==> src/rtl/rf_wport_arbiter.sv <==
// Purpose : shares the single register-file write port between the main write-back (A) and the
//           long-latency mul/div/CP0 completion path (B), with starvation protection for B.
// Latency : 1 cycle from grant (valid && ready) to rf_we/rf_waddr/rf_wdata/wsel.
// Backpr. : a_ready/b_ready are combinational grants, at most one high per cycle; the RF never stalls.
// Ports   : clk, rst_n (async active-low); a_valid/a_ready/a_addr/a_data and b_valid/b_ready/b_addr/b_data
//           requesters; rf_we/rf_waddr/rf_wdata registered RF write; wsel registered address-mux select
//           (0 = A, 1 = B); starved registered force-grant indicator.
module rf_wport_arbiter #(
  parameter int AW         = 5,
  parameter int DW         = 32,
  parameter int STARVE_MAX = 3
) (
  input  logic          clk,
  input  logic          rst_n,
  input  logic          a_valid,
  output logic          a_ready,
  input  logic [AW-1:0] a_addr,
  input  logic [DW-1:0] a_data,
  input  logic          b_valid,
  output logic          b_ready,
  input  logic [AW-1:0] b_addr,
  input  logic [DW-1:0] b_data,
  output logic          rf_we,
  output logic [AW-1:0] rf_waddr,
  output logic [DW-1:0] rf_wdata,
  output logic          wsel,
  output logic          starved
);

  localparam logic [3:0] SMAX = 4'(STARVE_MAX);

  // Source of the write captured at the last edge.
  typedef enum logic [1:0] {
    S_IDLE = 2'd0,
    S_A    = 2'd1,
    S_B    = 2'd2
  } state_t;

  state_t        state_q, state_d;
  logic [3:0]    starve_cnt_q, starve_cnt_d;
  logic [AW-1:0] waddr_q, waddr_d;
  logic [DW-1:0] wdata_q, wdata_d;
  logic          wsel_q, wsel_d;
  logic          starved_q;
  logic          grant_a, grant_b;

  // B wins when it is being force-granted, when it collides with A on the same
  // destination (B is the older result, A overwrites it next cycle), or when A is idle.
  always_comb begin
    grant_b = b_valid && ((starve_cnt_q == SMAX) ||
                          (a_valid && (a_addr == b_addr)) ||
                          !a_valid);
    grant_a = a_valid && !grant_b;
  end

  assign a_ready = grant_a;
  assign b_ready = grant_b;

  always_comb begin
    starve_cnt_d = starve_cnt_q;
    if (!b_valid || grant_b) begin
      starve_cnt_d = 4'd0;
    end else if (starve_cnt_q < SMAX) begin
      starve_cnt_d = starve_cnt_q + 4'd1;
    end

    state_d = S_IDLE;
    waddr_d = waddr_q;
    wdata_d = wdata_q;
    wsel_d  = wsel_q;
    if (grant_b) begin
      state_d = S_B;
      waddr_d = b_addr;
      wdata_d = b_data;
      wsel_d  = 1'b1;
    end else if (grant_a) begin
      state_d = S_A;
      waddr_d = a_addr;
      wdata_d = a_data;
      wsel_d  = 1'b0;
    end
  end

  always_ff @(posedge clk or negedge rst_n) begin
    if (!rst_n) begin
      state_q      <= S_IDLE;
      starve_cnt_q <= 4'd0;
      waddr_q      <= '0;
      wdata_q      <= '0;
      wsel_q       <= 1'b0;
      starved_q    <= 1'b0;
    end else begin
      state_q      <= state_d;
      starve_cnt_q <= starve_cnt_d;
      waddr_q      <= waddr_d;
      wdata_q      <= wdata_d;
      wsel_q       <= wsel_d;
      starved_q    <= (starve_cnt_d == SMAX);
    end
  end

  // A write happened last cycle unless it targeted r0, which is accepted but
  // never written. Built from registers only, so it clears with reset at once.
  assign rf_we    = (state_q != S_IDLE) && (waddr_q != '0);
  assign rf_waddr = waddr_q;
  assign rf_wdata = wdata_q;
  assign wsel     = wsel_q;
  assign starved  = starved_q;

endmodule

==> config.mk <==
export PLATFORM = sky130hd
export DESIGN_NAME = rf_wport_arbiter
export DESIGN_NICKNAME = d
export VERILOG_FILES = /design/src/rtl/rf_wport_arbiter.sv
export SDC_FILE = /design/constraint.sdc
export NUM_CORES = 1
export LEC_CHECK = 0
export ABC_AREA = 1
export CAP_MARGIN = 20
export CORE_MARGIN = 1
export CORE_UTILIZATION = 40
export CTS_CLUSTER_DIAMETER = 50
export DETAILED_ROUTE_END_ITERATION = 8
export GPL_ROUTABILITY_DRIVEN = 0
export PLACE_DENSITY = 0.77
export SLEW_MARGIN = 20
export SYNTH_ARGS = -nofsm -noshare
export SYNTH_HDL_FRONTEND = slang
export SYNTH_SLANG_ARGS = --single-unit
export TNS_END_PERCENT = 100
==> constraint.sdc <==
create_clock -name clk -period 2.25 [get_ports clk]
set_input_delay 0.675 -clock clk [delete_from_list [all_inputs] [get_ports clk]]
set_output_delay 0.675 -clock clk [all_outputs]
set_load 0.005 [all_outputs]
==> metrics.cfg <==
[outcome]
status = finished clean

[clock_network]
hold_buffers = 0
cts.path.max_buffers = 2
path_clk_slew_ns = 0.08
root_buffer = clkbuf_8
cts_tree = yes
numCtsBuffers = 5
cts_htree_levels = 2
cts_sinks = 45
insertion_delay_ns = 0.29

[finish]
final-seq-area_mm2 = 0.00113
drive_above_1_share_pct = 15.7
postLayoutCellArea_mm2 = 0.00397
layout_common_cells = clkdlybuf4s50_1 (103), nand2_1 (89), nand3_1 (76)
insertedDiodeCount = 0
fillCellCount = 463
post-route-util_pct = 70.4
multiInputGateArea_mm2 = 0.00101
final_common_cell = clkdlybuf4s50_1
nets = 563
syn2layout_area_growth_pct = 65.5

[floorplan]
core_mm2 = 0.00564
rows = 27
fp.dieH_um = 79.5
die_w_um = 79.5
start_util_pct = 42.5
die_area_mm2 = 0.00631
io_pins = 120

[power]
sw_frac_of_total_pct = 27.3
power_w = 0.00207
comb_power_share_pct = 30.1
p_leak_nw = 2.00
p_switching_w = 0.000565
ir_drop_mv = 0.287
power_density_mw_per_mm2 = 521
seqPwrFrac_pct = 45.3
internal_power_w = 0.00150
pwr-share-clk_pct = 24.5

[setup_path]
r2r_slack_ns = 0.30
reg2reg_from = starve_cnt_q[0]$_DFF_PN0_
path_class = input pin to output port
rr_worst_depth = 11
worstPathRequired_ns = 1.57
crit_start = a_addr[0]
cp-start-kind = input pin
cp_data_arrival_time_ns = 1.54
reg2reg_to = rf_wdata[28]$_DFFE_PN0P_
worstSetupEndpointType = output port
path_max_fanout = 3

[synthesis]
ys_seq_area_share_pct = 46.9
synth_top_cell_by_area = dfrtp_1
ys_top_cells_by_area = dfrtp_1 (47%), nand3_1 (16%), nand2_1 (15%)
syn_nets = 421
avgSynthCellArea_um2 = 7.02
synth_area_mm2 = 0.00240
ys_types = 16
netlist_instances = 342
synth_top_area_share_pct = 46.9
ys_warn_count = 0
synth-seq-cells = 45

[drt]
drt_pre_antenna_iters = 4
drt-initial-drc-count = 172
vias_per_cell = 4.79
ant_nets = 0
totalWireLength_mm = 7.42
wl_met1_mm = 3.04
drc_errors = 0
top_layer = met4
wire_per_inst_um = 13.3
met3_length_um = 540
wl_met2_mm = 3.71
num_vias = 2665

[timing]
final_max_slew_viol_count = 0
clock.fmax_ghz = 0.452
fin_ws_ns = 0.0380
hold_slack_ns = 0.352
post-route-period-util_pct = 98.3
worstMarginPinSlew_ns = 0.529
max_slew_margin_pct = 64.7
min_period_ns = 2.21
setup_viol = 0
final-hold-violation-count = 0
clock_skew_ns = 0.00902

[global_routing]
grt_pass1_wl_mm = 12.0
antenna_found_initial = 0
grt_pass1_vias = 2642
grt_usage_pct = 24.2
overflow = 0
grt_max_degree = 76

[placement]
io_buffers = 119
placed_area_mm2 = 0.00366
hpwlAfterDp_mm = 4.49
place_ws_ns = -0.723

[worst_hold_path]
hp-class = input pin to async pin

[flow_run]
cap_violations = 0

## worst max-delay path by stage
| stage | to | slack (ns) | cells after the start |
|---|---|---|---|
| 2_1_floorplan | a_ready | 0.17 | 10 |
| 3_5_place_dp | a_ready | -0.72 | 10 |
| 5_1_grt | a_ready | -0.001 | 11 |
| 6_report | a_ready | 0.04 | 11 |
| 4_1_cts | a_ready | 0.0007 | 11 |
| 3_3_place_gp | a_ready | -0.70 | 10 |
## kinds of logic after synthesis
family | share of synthesized area, %
adder cells (fa/ha/maj) | 0.521
AND/OR/NAND/NOR | 38.3
AO/OA/AOI/OAI | 0.730
buffers and inverters | 12.8
flip-flops | 46.9
XOR/XNOR | 0.730
## sequential cells by signal, indices dropped and copies added (netlist names)
signal	count
starved	1
state_q	2
rf_wdata	32
starve_cnt_q	4
rf_waddr	5
wsel	1
## routing by layer
layer,global-route usage [%],vias to the layer above
met2,41.0,106
met3,6.06,15
met4,9.27,0
met5,0,-
li1,-,1323
met1,29.4,1221
## timing repair
item                       4_1_cts  5_1_grt
gates resized for setup         53       24
pin swaps                       10       15
setup endpoints to repair        2       40
buffers inserted                29        1
gates cloned                     0        0
## critical path, cell delays in order
cell and delay (ns):
buf_6 0.07, inv_2 0.03, nand2_1 0.06, nand2_1 0.05, nor2_1 0.12, nand3_1 0.12
nand2_2 0.09, nand2_2 0.07, inv_2 0.09, nor2_4 0.04, buf_2 0.13
## cells in the mapped netlist
library cell / instances
nand2_1: 95
xor2_1: 1
xnor2_1: 1
dfrtp_1: 45
nand3_1: 76
nor3_1: 1
buf_4: 1
clkbuf_1: 12
nor2_1: 47
o21ai_0: 1
ha_1: 1
inv_1: 52
a21oi_1: 1
o21a_1: 1
buf_2: 3
buf_6: 4
## area by class of cell
type,count,share of cell area [%]
repair buffers,155,36.7
clock inverters,1,0.189
multi-input cells,225,25.5
flip-flops and latches,45,28.3
inverters,52,4.91
well taps,72,2.27
clock buffers,6,2.08
## power by group through the flow
stage,sequential [W],combinational (W),clock (W)
6_report,0.000938,0.000623,0.000508
5_1_grt,0.000949,0.000685,0.000551
4_1_cts,0.000936,0.000610,0.000524
3_5_place_dp,0.000949,0.000579,0
3_3_place_gp,0.000950,0.000570,0
2_1_floorplan,0.000957,0.000199,0
## per-stage QoR
stage                     instances  setup TNS, ns
after detailed placement        522          -5.18
after floorplan                 342              0
final                           556              0
after global routing            556       -0.00140
after global placement          522          -3.84
after CTS                       557              0
No activity file was read; power rests on OpenSTA's default activity.
